`config.mk`:
```
export PLATFORM = sky130hd
export DESIGN_NAME = id_exe_stage
export DESIGN_NICKNAME = d
export VERILOG_FILES = /design/src/rtl/id_exe_stage.sv
export SDC_FILE = /design/constraint.sdc
export NUM_CORES = 1
export LEC_CHECK = 0
export ABC_AREA = 1
export CORE_MARGIN = 5
export CORE_UTILIZATION = 49
export DETAILED_ROUTE_END_ITERATION = 6
export PLACE_DENSITY = 0.95
export SYNTH_ARGS = -nofsm -noshare
export SYNTH_HDL_FRONTEND = slang
export SYNTH_SLANG_ARGS = --single-unit
```
`constraint.sdc`:
```
create_clock -name clk -period 5.2 [get_ports clk]
set_input_delay 1.3 -clock clk [delete_from_list [all_inputs] [get_ports clk]]
set_output_delay 1.3 -clock clk [all_outputs]
set_load 0.02 [all_outputs]
```
`src/rtl/id_exe_stage.sv`:
```
// ID/EX pipeline register with load-use hazard detection and EX-side operand forwarding.
// Optional performance counters are enabled by defining IDEX_PERF_CNT_EN.
module id_exe_stage #(
    parameter int WORD_LEN     = 32,
    parameter int CMD_LEN      = 4,
    parameter int REG_ADDR_LEN = 5
) (
    input  logic                    clk,
    input  logic                    rst_n,
    input  logic                    hold,
    input  logic                    flush,
    input  logic                    id_valid,
    input  logic [WORD_LEN-1:0]     id_val1,
    input  logic [WORD_LEN-1:0]     id_val2,
    input  logic [REG_ADDR_LEN-1:0] id_src1,
    input  logic [REG_ADDR_LEN-1:0] id_src2,
    input  logic                    id_uses_src2,
    input  logic [WORD_LEN-1:0]     id_imm,
    input  logic                    id_imm_sel,
    input  logic [CMD_LEN-1:0]      id_exe_cmd,
    input  logic [REG_ADDR_LEN-1:0] id_dest,
    input  logic                    id_wb_en,
    input  logic                    id_mem_read,
    input  logic                    id_mem_write,
    input  logic                    mem_wb_en,
    input  logic [REG_ADDR_LEN-1:0] mem_dest,
    input  logic [WORD_LEN-1:0]     mem_result,
    input  logic                    wb_wb_en,
    input  logic [REG_ADDR_LEN-1:0] wb_dest,
    input  logic [WORD_LEN-1:0]     wb_result,
    output logic                    hazard_stall,
    output logic                    ex_valid,
    output logic [WORD_LEN-1:0]     ex_val1,
    output logic [WORD_LEN-1:0]     ex_val2,
    output logic [CMD_LEN-1:0]      ex_exe_cmd,
    output logic [WORD_LEN-1:0]     ex_st_val,
    output logic [REG_ADDR_LEN-1:0] ex_dest,
    output logic                    ex_wb_en,
    output logic                    ex_mem_read,
    output logic                    ex_mem_write
`ifdef IDEX_PERF_CNT_EN
    ,
    output logic [WORD_LEN-1:0]     perf_bubble_cnt,
    output logic [WORD_LEN-1:0]     perf_hold_cnt
`endif
);

    logic                    valid_q,     valid_d;
    logic [WORD_LEN-1:0]     val1_q,      val1_d;
    logic [WORD_LEN-1:0]     val2_q,      val2_d;
    logic [REG_ADDR_LEN-1:0] src1_q,      src1_d;
    logic [REG_ADDR_LEN-1:0] src2_q,      src2_d;
    logic [WORD_LEN-1:0]     imm_q,       imm_d;
    logic                    imm_sel_q,   imm_sel_d;
    logic [CMD_LEN-1:0]      exe_cmd_q,   exe_cmd_d;
    logic [REG_ADDR_LEN-1:0] dest_q,      dest_d;
    logic                    wb_en_q,     wb_en_d;
    logic                    mem_read_q,  mem_read_d;
    logic                    mem_write_q, mem_write_d;

    logic                    load_bubble;
    logic                    capture;
    logic [WORD_LEN-1:0]     fwd1;
    logic [WORD_LEN-1:0]     fwd2;

    // A load in EX whose target is read by the instruction in ID needs one bubble.
    always_comb begin
        hazard_stall = ~hold & valid_q & mem_read_q & (dest_q != '0) & id_valid &
                       ((dest_q == id_src1) | (id_uses_src2 & (dest_q == id_src2)));
    end

    always_comb begin
        load_bubble = flush | (~hold & hazard_stall);
        capture     = ~flush & ~hold & ~hazard_stall;
    end

    always_comb begin
        valid_d     = valid_q;
        val1_d      = val1_q;
        val2_d      = val2_q;
        src1_d      = src1_q;
        src2_d      = src2_q;
        imm_d       = imm_q;
        imm_sel_d   = imm_sel_q;
        exe_cmd_d   = exe_cmd_q;
        dest_d      = dest_q;
        wb_en_d     = wb_en_q;
        mem_read_d  = mem_read_q;
        mem_write_d = mem_write_q;
        if (load_bubble) begin
            valid_d     = 1'b0;
            val1_d      = '0;
            val2_d      = '0;
            src1_d      = '0;
            src2_d      = '0;
            imm_d       = '0;
            imm_sel_d   = 1'b0;
            exe_cmd_d   = '0;
            dest_d      = '0;
            wb_en_d     = 1'b0;
            mem_read_d  = 1'b0;
            mem_write_d = 1'b0;
        end else if (capture) begin
            valid_d     = id_valid;
            val1_d      = id_val1;
            val2_d      = id_val2;
            src1_d      = id_src1;
            src2_d      = id_src2;
            imm_d       = id_imm;
            imm_sel_d   = id_imm_sel;
            exe_cmd_d   = id_exe_cmd;
            dest_d      = id_dest;
            wb_en_d     = id_wb_en;
            mem_read_d  = id_mem_read;
            mem_write_d = id_mem_write;
        end
    end

    always_ff @(posedge clk or negedge rst_n) begin
        if (!rst_n) begin
            valid_q     <= 1'b0;
            val1_q      <= '0;
            val2_q      <= '0;
            src1_q      <= '0;
            src2_q      <= '0;
            imm_q       <= '0;
            imm_sel_q   <= 1'b0;
            exe_cmd_q   <= '0;
            dest_q      <= '0;
            wb_en_q     <= 1'b0;
            mem_read_q  <= 1'b0;
            mem_write_q <= 1'b0;
        end else begin
            valid_q     <= valid_d;
            val1_q      <= val1_d;
            val2_q      <= val2_d;
            src1_q      <= src1_d;
            src2_q      <= src2_d;
            imm_q       <= imm_d;
            imm_sel_q   <= imm_sel_d;
            exe_cmd_q   <= exe_cmd_d;
            dest_q      <= dest_d;
            wb_en_q     <= wb_en_d;
            mem_read_q  <= mem_read_d;
            mem_write_q <= mem_write_d;
        end
    end

    // EX/MEM wins over MEM/WB since it carries the newer value; r0 is never forwarded.
    function automatic logic [WORD_LEN-1:0] fwd_sel(
        input logic [REG_ADDR_LEN-1:0] src,
        input logic [WORD_LEN-1:0]     reg_val
    );
        if (mem_wb_en && (mem_dest != '0) && (mem_dest == src))
            return mem_result;
        else if (wb_wb_en && (wb_dest != '0) && (wb_dest == src))
            return wb_result;
        else
            return reg_val;
    endfunction

    always_comb begin
        fwd1 = fwd_sel(src1_q, val1_q);
        fwd2 = fwd_sel(src2_q, val2_q);
    end

    // Shift amounts pass through val2 untouched; the ALU decides how many bits matter.
    always_comb begin
        ex_valid     = valid_q;
        ex_val1      = fwd1;
        ex_val2      = imm_sel_q ? imm_q : fwd2;
        ex_st_val    = fwd2;
        ex_exe_cmd   = exe_cmd_q;
        ex_dest      = dest_q;
        ex_wb_en     = wb_en_q;
        ex_mem_read  = mem_read_q;
        ex_mem_write = mem_write_q;
    end

`ifdef IDEX_PERF_CNT_EN
    logic [WORD_LEN-1:0] bubble_cnt_q, bubble_cnt_d;
    logic [WORD_LEN-1:0] hold_cnt_q,   hold_cnt_d;

    always_comb begin
        bubble_cnt_d = load_bubble ? bubble_cnt_q + 1'b1 : bubble_cnt_q;
        hold_cnt_d   = hold        ? hold_cnt_q + 1'b1   : hold_cnt_q;
    end

    always_ff @(posedge clk or negedge rst_n) begin
        if (!rst_n) begin
            bubble_cnt_q <= '0;
            hold_cnt_q   <= '0;
        end else begin
            bubble_cnt_q <= bubble_cnt_d;
            hold_cnt_q   <= hold_cnt_d;
        end
    end

    always_comb begin
        perf_bubble_cnt = bubble_cnt_q;
        perf_hold_cnt   = hold_cnt_q;
    end
`endif

endmodule

```
* Word level (Yosys, flattened, before mapping) *
Index checks and enable logic that the tools add are counted.

word-level totals
  register bits after elaboration = 120
  bits of input ports = 201
  output and inout bits = 110
  word-level logic and storage cells = 71

cells by class
  equality and inequality tests = 6
  muxes and demuxes = 29
  bitwise logic cells = 14
  reduce and logical (&&, ||, !) cells = 10

operator list
  cell               number
  $mux 32            11
  $eq 5x5->1         6
  $mux 5             6
  $reduce_bool 5->1  3
  $mux 1             10
  $and 1x1->1        9
  $mux 4             2
  $logic_and 1x1->1  6
  $not 1->1          3
  $or 1x1->1         2
  $reduce_bool 2->1  1

* Longest topological paths before layout *
Gate-level depths: netlist of run 1.

  word-level depth = 10
  gate-level depth with buffers = 11

* Worst setup path after synthesis of run 1 *
OpenSTA, ideal clock, no wires.

  kind = in2out
  from = in wb_dest[3]
  to = out ex_val1[10]
  arrival time = 2.319 ns
  required time = 3.900 ns
  slack = 1.581 ns
  stages on the path = 6
  path buffers = 1
  cells stage by stage = xor2_1 nor2_1 clkbuf_1 nand3b_1 nand3_1 nand2_1

between the ends
  word-level cells in the longest chain between the ends = 5

RTL lines
  item                   line  text
  start, declared        29    input logic [REG_ADDR_LEN-1:0] wb_dest,
  $reduce_bool 5->1      156   else if (wb_wb_en && (wb_dest != '0) && (wb_dest == src))
  $logic_and 1x1->1      156
  $logic_and 1x1->1 (*)  156
  $mux 32 (*)            156
  $mux 32 (*)            154   if (mem_wb_en && (mem_dest != '0) && (mem_dest == src))
  end, declared          33    output logic [WORD_LEN-1:0] ex_val1,

Mark *: on every way between the ends. The rest lies on a longest branch, timed or not.

* Worst setup path in the final report of run 1 *
  from = in mem_dest[0]
  to = out ex_st_val[21]

between the ends
  word-level cells in the longest chain between the ends = 4

RTL lines
  item                   line  text
  start, declared        26    input logic [REG_ADDR_LEN-1:0] mem_dest,
  $reduce_bool 5->1      154
  $logic_and 1x1->1      154
  $logic_and 1x1->1 (*)  154
  $mux 32 (*)            154
  end, declared          36    output logic [WORD_LEN-1:0] ex_st_val,

Marks and branches as above.

==> run summary, run 1 <==
The utilization after layout is 71.5%, and the initial cell density of the core is 49.6%. The share of the synthesized area in the top cell type was 35.3%. Headroom to the max-slew limit came out at 33.4%. The biggest area contributor in the post-synthesis netlist is sky130_fd_sc_hd__dfrtp_1. Cell internal power was estimated by the tool at 2.04 mW. The number of antenna violations at the first check in global routing came out at 7.

Each instance of the synthesized netlist takes up on average 6.26 sq um. The startpoint identified for the worst register-to-register timing path is ex_dest[2]. The share of total power dissipated in combinational logic is 27.4%.

In the finished design, the share of the clock period the worst path needs comes to 95.5%. Top cell family by delay on the critical path: buffers and inverters. The origin of the worst setup path was mem_dest[0].

Traced cell by cell, the critical path runs through clkdlybuf4s50_1 > nor2_1 > nand2_1 > o21ai_1 > nand3b_1 > buf_4 > nand3_1 > and2_1 > clkdlybuf4s50_1. After detailed routing, the average wire length per cell comes to 17.4 um. The tools report the number of global-route vias before repair as 9810.

The run gives 1560 as the total nets after synthesis. Number of cells in the finished layout apart from fillers: 1872. The analysis attributes to net switching a power of 0.891 mW. The H-tree was split into 4 levels.

After global routing the overflow that remains totals 0. The clock net in this run drives a total of 120 sinks. The slew at the pin closest to its max-slew limit works out to 0.999 ns. In this run the static leakage power is 6.50 nW. Summed over all failing endpoints, the final setup total negative slack is 0 ns. The first global-routing pass estimated 50600 um of wire. TritonCTS built the clock tree. Along the worst hold path, the cell count comes to 2. The number of warnings reported in the yosys synthesis log was 0. The logs give 0 for the number of DRC violations after detailed routing and 17200 sq um for the core region area. Most frequent standard cell in the layout excluding fill and tap cells: sky130_fd_sc_hd__nand2_1. The largest driver fanout on the critical path works out to 20. The critical path in this run is classified as input pin to primary output. The run finished with clean final reports. Power spread over the standard cell area amounts to 238 nW/um^2. In the layout the commonest cells are 487 x sky130_fd_sc_hd__nand2_1, 307 x sky130_fd_sc_hd__clkdlybuf4s50_1, 221 x sky130_fd_sc_hd__nand3_1. In this run, the number of DRC markers left after iteration 0 of detailed routing was 954. The number of cells traversed by the worst register-to-register path works out to 8. In this run, post-CTS repair resized a total of 0 instances. The clock buffer count from CTS is 17, and the required time of the worst setup path is 3.90 ns. Yosys mapped the design onto 26 distinct sky130hd cell types. The number of detailed-routing iterations run before antenna repair is 5, and the buffering stage count on the worst path with inverters included is 3. The completed layout was analyzed and its total power is 2.93 mW. The minimum period implied by the final worst setup slack was 4.97 ns; the area enclosed by the die boundary was 20100 sq um. The tools report the type of element capturing the critical path as a primary output.

The die boundary height came out at 142 um. Delay of the slowest cell on the worst path: 0.53 ns. At the worst endpoint, the arrival time is 3.67 ns. In this run the remaining antenna-violating nets after routing total 0. Most frequent cell on the critical path: sky130_fd_sc_hd__clkdlybuf4s50_1.

The tools report the clock latency on the worst-skew pair as 0.42 ns. The largest individual stage delay along the critical path comes from the cell sky130_fd_sc_hd__clkdlybuf4s50_1. Buffers placed on the I/O ports in this run total 310. The clock edge transition at the registers on the reported setup and hold paths was 0.05 ns. Synthesis produced a netlist whose cell count is 1359.

Sequential elements use 35.3% of the synthesized area. Of the total power, the share spent switching nets is 30.4%. The worst IR drop on VDD is 227 uV. The tools report the area of the mapped netlist as 8510 sq um. Clock skew on the completed layout was measured at 0.00784 ns.

The clock passes through at most 2 buffers. Setup violations remaining at the end of the flow were counted as 0. At the end of the flow, the number of nets in the layout was 1830.

The logs give 0 for the buffers inserted during post-CTS setup optimization and 0 for the number of slew-limit violations in the final report. The number of instances in the placed design came out at 1835. The tools report the total routing usage reported by global routing as 31.8%. Type of the worst min-delay path: register to register. The tools report the register-to-register path setup slack as 2.40 ns. The I/O pin count is 311.

The layout-stage area growth over the synthesis result works out to 44.3%. The worst hold path begins at val1_q[0]. Sorting the synthesized cells by area gives the leading types as sky130_fd_sc_hd__dfrtp_1 35%, sky130_fd_sc_hd__nand2_1 21%, sky130_fd_sc_hd__nand3_1 13%, sky130_fd_sc_hd__inv_1 7.4%, sky130_fd_sc_hd__nor2_1 5.8%. The relative contribution of the clock network to total power is 37.6%, and the half-perimeter wire length after detailed placement is 22800 um. Summed over all layers, the routed wires come to 32600 um. The tool flagged a number of max-cap violations equal to 0.

The number of failing hold endpoints at the final stage was 0; the ratio of cells with drive above 1 in the final layout was 4.38%. After floorplanning, the core was divided into 48 placement rows. The worst hold path terminates at val1_q[0]. After filler insertion, the fill cell instance count of the layout stands at 1440. Die span in x: 142 um. Setup repair after global routing left no endpoint under its margin. The worst setup path is launched from an input pin. Entering global routing, the biggest net connects 89 pins. The number of hold buffers added after CTS was 0.

The share of total power dissipated in sequential elements is 35.0%. For this run, the top clock speed supported by timing is 201 MHz. In this run the clock root is driven by a sky130_fd_sc_hd__clkbuf_16.

The end of the worst register-to-register path is val2_q[19]. After synthesis the netlist holds a flip-flop and latch count of 120. The tools report the number of vias after detailed routing as 9929. At the end of routability-driven placement, the weighted congestion stood at 0.952. The per-cell via count in the routed design works out to 5.30.
## cells by family after synthesis
kind of cell	synth area share, %
AO/OA/AOI/OAI	0.676
XOR/XNOR	2.06
buffers and inverters	12.6
flip-flops	35.3
AND/OR/NAND/NOR	49.4
## Yosys cell counts (all sizes together)
cell type	count
clkbuf	31
nor2	133
xnor2	8
and2	32
nand2	491
buf	55
dfrtp	120
or2	1
nand4	2
nor3	4
xor2	12
nand3	221
o22ai	2
inv	173
o21ai	5
nand3b	65
a21oi	4
## how the worst max path moves through the flow
stage / endpoint / slack, ns / cells past startpoint
after floorplan: ex_val1[10] / 1.58 / 6
after global placement: ex_val1[15] / 0.31 / 11
after detailed placement: ex_val1[26] / 0.27 / 11
after CTS: ex_st_val[21] / 0.24 / 9
after global routing: ex_val1[15] / 0.08 / 11
final: ex_st_val[21] / 0.23 / 9
## routing by layer
layer | routed length (um) | global-route usage, %
met5 | 24 | 0
met3 | 3140 | 6.94
met1 | 12300 | 38.2
met4 | 1460 | 17.1
met2 | 15700 | 53.1
## area by class of cell
class                           count  area [sq um]  share of cell area (%)
Multi-Input combinational cell    980          4460                    36.3
Clock buffer                       23           468                    3.81
Timing Repair Buffer              337          3330                    27.1
Inverter                          173           653                    5.32
Sequential cell                   120          3000                    24.4
Antenna cell                        5          12.5                   0.102
Tap cell                          225           282                    2.29
Clock inverter                      9          75.1                   0.611
## power groups by stage
stage | Clock, mW | Combinational [mW] | Sequential [mW]
floorplan | 0 | 0.373 | 1.04
finish | 1.10 | 0.801 | 1.02
global placement | 0 | 0.783 | 1.04
CTS | 1.11 | 0.799 | 1.02
detailed placement | 0 | 0.793 | 1.04
global route | 1.16 | 0.863 | 1.03
## through the flow
stage / cell area [sq um] / setup slack (ns) / hold slack (ns)
after global routing: 12300 / 0.0847 / 0.496
final: 12300 / 0.234 / 0.478
after detailed placement: 11700 / 0.274 / 0.466
after CTS: 12300 / 0.236 / 0.481
after global placement: 11700 / 0.306 / 0.463
after floorplan: 8510 / 1.58 / 0.449
## flip-flops by register name, indices dropped and copies added, names as in the netlist
signal	cells
ex_valid	1
src2_q	5
imm_q	32
ex_dest	5
src1_q	5
ex_mem_read	1
ex_wb_en	1
val2_q	32
imm_sel_q	1
ex_mem_write	1
ex_exe_cmd	4
val1_q	32
## worst min-delay path, stage by stage (launching register included)
cell	delay, ns
sky130_fd_sc_hd__dfrtp_1	0.34
sky130_fd_sc_hd__nand2_1	0.05
sky130_fd_sc_hd__nand2_1	0.05
Note: power is estimated with default switching activity, not from simulation.
==> run 2: changes to the inputs <==
--- a/config.mk
+++ b/config.mk
@@ -6,10 +6,10 @@
 export NUM_CORES = 1
 export LEC_CHECK = 0
 export ABC_AREA = 1
-export CORE_MARGIN = 5
-export CORE_UTILIZATION = 49
+export CORE_MARGIN = 4
+export CORE_UTILIZATION = 45
 export DETAILED_ROUTE_END_ITERATION = 6
-export PLACE_DENSITY = 0.95
+export PLACE_DENSITY = 0.9
 export SYNTH_ARGS = -nofsm -noshare
 export SYNTH_HDL_FRONTEND = slang
 export SYNTH_SLANG_ARGS = --single-unit
==> run summary, run 2 (synthesized netlist as in run 1, its figures left out) <==
The run finished with clean final reports. The top cell family by delay on the critical path is buffers and inverters. Die span in x: 146 um. The first detailed-routing pass took 6 iterations.

The congestion estimate from routability-driven global placement came to 0.922. The count of routing violations after the opening detailed-route iteration was 849. The net count of the finished layout is 1835.

The longest clock path from root to sink contains 2 buffers. For the worst setup path, the data required time is 3.90 ns. The layout-stage area growth over the synthesis result is 45.8%. The largest registers in the layout are imm_q: 32 flops, val1_q: 32 flops, val2_q: 32 flops. The critical path is of the input pin to primary output type.

The floorplan has 50 rows. Across the whole layout, storage elements account for 3000 sq um. Of all nets on the critical path, the largest fanout is 21. In the global route stage, overall resource usage came out at 30.2%.

The logs give 0 for the global route total overflow and 0 for the buffers inserted during post-CTS setup optimization. The core region area was 18600 sq um; the number of global-route vias before repair was 9922. The routed layout has 10100 vias. The number of failing hold endpoints at the final stage was 0. The H-tree was split into 4 levels. The post-route netlist has 4.68% of its cells at a drive strength greater than 1. Area enclosed by the die boundary: 21200 sq um.

After detailed routing, the number of vias per cell comes to 5.34. The half-perimeter wire length after detailed placement is 23300 um. The finished cells cover 12400 sq um.

VDD sags by at most 230 uV. The tools report the total number of clock tree sinks as 120. The worst setup path is launched from an input pin. The run gives 0.41 ns as the clock latency on the worst-skew pair. Detailed-route wire length per cell: 17.3 um.

The number of slew-limit violations in the final report came out at 0. After clock tree synthesis, the flow added hold-fix buffers numbering 0. Summing all placed instances gives a cell area of 11800 sq um. The sum of routed wire length over all layers was 32600 um; the I/O pin count was 311.

The library cell used most frequently in the layout, excluding fill and tap cells, is sky130_fd_sc_hd__nand2_1. The largest single stage delay on the critical path is 0.63 ns. The slowest stage of the critical path belongs to the cell sky130_fd_sc_hd__clkdlybuf4s50_1. The run gives 0 as the count of nets left with antenna violations after detail routing.

For the data arrival time of the critical path, the log shows 3.73 ns. The power density of the placed cells is 247 nW/um^2, and the minimum period implied by the final worst setup slack is 5.03 ns. The top achievable clock speed was 199 MHz; the power consumption was 3.06 mW.

The buffering stage count on the worst path with inverters included came out at 3. The number of DRC violations after detailed routing was 0; the post-cts sizing count was 0. The internal power of the cells totals 2.19 mW. Clock buffer count from CTS: 17. The leakage power is 6.55 nW.

Clock-pin slew was measured on the worst setup and hold paths at 0.05 ns. CTS placed an instance of sky130_fd_sc_hd__clkbuf_16 at the clock tree root. Walking the worst path, the cells encountered are clkdlybuf4s50_1 > nor2_1 > nand2_1 > o21ai_1 > nor3_1 > nand2_2 > buf_4 > nand3_1 > nand2_1 > clkdlybuf4s50_1. The slew at the pin closest to its max-slew limit was 0.991 ns; the period utilization was 96.7%. The tightest min-delay check is of the register to register type. STA classifies the critical path endpoint as a primary output. The clock arrives with 0.00957 ns of skew. Measured against its own limit, the worst slew margin works out to 34.0%. The first global-routing pass estimated 51600 um of wire. The tool flagged a number of max-cap violations equal to 0. The quantity of I/O buffers inserted on ports was 310. The fill cell total of the finished layout was 1639. In the final layout, the multi-input gates occupy 4480 sq um. The die is 146 um tall.

In this run, the combinational gates consume 26.1% of the power. The share of total power dissipated in sequential elements is 33.5%. Net switching is 28.6% of the power.

The initial utilization of the core area, before any placement, comes to 45.7%. The relative contribution of the clock network to total power was 40.4%; the number of antenna violations at the first check in global routing was 5. The tools report the utilization after layout as 66.6%.

TritonCTS built the clock tree. The analysis attributes to net switching a power of 0.875 mW. The setup total negative slack was 0 ns.

The library cells used most frequently in the layout, excluding fill and tap cells, are 486 x sky130_fd_sc_hd__nand2_1, 308 x sky130_fd_sc_hd__clkdlybuf4s50_1, 220 x sky130_fd_sc_hd__nand3_1. Setup repair after global routing left no endpoint under its margin. The largest net degree at the start of global routing was 97; the number of endpoints failing setup at the final stage was 0.
## run 2: changes by cell type in the layout (fill, tap and decap cells not counted)
| cell | before | now |
|---|---|---|
| sky130_fd_sc_hd__bufinv_16 | 1 | 4 |
| sky130_fd_sc_hd__clkdlybuf4s50_1 | 307 | 308 |
| sky130_fd_sc_hd__clkinv_2 | 7 | 3 |
| sky130_fd_sc_hd__nand2_2 | 3 | 4 |
| sky130_fd_sc_hd__nand2_1 | 487 | 486 |
| sky130_fd_sc_hd__buf_4 | 27 | 31 |
| sky130_fd_sc_hd__nand3_2 | 0 | 1 |
| sky130_fd_sc_hd__diode_2 | 5 | 3 |
| sky130_fd_sc_hd__nand3_1 | 221 | 220 |
| sky130_fd_sc_hd__nor2_2 | 1 | 0 |
| sky130_fd_sc_hd__nor2_4 | 2 | 3 |
## run 2: metal layers
layer | share of wire [%] | wire length (um) | vias to the layer above | GRT usage (%)
li1 | - | - | 4712 | -
met1 | 38 | 12500 | 4645 | 36.9
met2 | 48 | 15600 | 574 | 50.2
met3 | 9.8 | 3210 | 118 | 7.44
met4 | 4.0 | 1320 | 4 | 14.5
met5 | 0.095 | 31 | - | 0
## run 2: path summary, 6_finish.rpt
kind	start	end	slack [ns]	depth (start not counted)
worst max register to register	ex_dest[2]	val2_q[2]	2.14	9
worst max-delay path	mem_dest[2]	ex_val1[13]	0.17	10
max in group asynchronous	rst_n	val1_q[0]	3.23	2
worst min-delay path	val1_q[31]	val1_q[31]	0.47	2
min in group asynchronous	rst_n	imm_q[11]	0.99	1
worst min register to register	val1_q[31]	val1_q[31]	0.47	2
## run 2: final cells by class
cell class                 count  area share, %
timing repair buffer         342           27.1
multi-input combinational    980           36.1
clock buffer                  23           3.77
inverter                     173           5.26
clock inverter                 8           1.17
tap                          234           2.36
antenna                        3         0.0605
sequential                   120           24.2
## run 2: worst register-to-register path, cell delays in order (launching register included)
cell and delay, ns:
sky130_fd_sc_hd__dfrtp_1 0.44, sky130_fd_sc_hd__nor3_1 0.24, sky130_fd_sc_hd__nand3_1 0.13, sky130_fd_sc_hd__nand4_1 0.09
sky130_fd_sc_hd__inv_1 0.07, sky130_fd_sc_hd__nand2_4 0.07, sky130_fd_sc_hd__buf_4 0.31, sky130_fd_sc_hd__buf_4 0.64
sky130_fd_sc_hd__nand2_2 0.64, sky130_fd_sc_hd__nor2_1 0.32
## run 2: power by group through the flow
stage | clock [mW] | combinational, mW | sequential (mW)
final | 1.24 | 0.800 | 1.03
after floorplan | 0 | 0.373 | 1.04
after CTS | 1.25 | 0.800 | 1.02
after global placement | 0 | 0.784 | 1.04
after detailed placement | 0 | 0.796 | 1.04
after global routing | 1.29 | 0.865 | 1.03
## run 2: through the flow
step           hold WS (ns)  cells  setup slack (ns)
2_1_floorplan         0.449   1359              1.58
6_report              0.474   1883             0.169
4_1_cts               0.480   1880             0.194
3_5_place_dp          0.465   1849             0.194
5_1_grt               0.496   1883            0.0322
3_3_place_gp          0.462   1849             0.189
==> run 3: changes to the inputs <==
--- a/config.mk
+++ b/config.mk
@@ -6,8 +6,10 @@
 export NUM_CORES = 1
 export LEC_CHECK = 0
 export ABC_AREA = 1
+export CAP_MARGIN = 20
 export CORE_MARGIN = 4
 export CORE_UTILIZATION = 45
+export CTS_CLUSTER_SIZE = 20
 export DETAILED_ROUTE_END_ITERATION = 6
 export PLACE_DENSITY = 0.9
 export SYNTH_ARGS = -nofsm -noshare
==> results of run 3 <==
The final DEF is identical to that of run 2; final timing and power are the same.
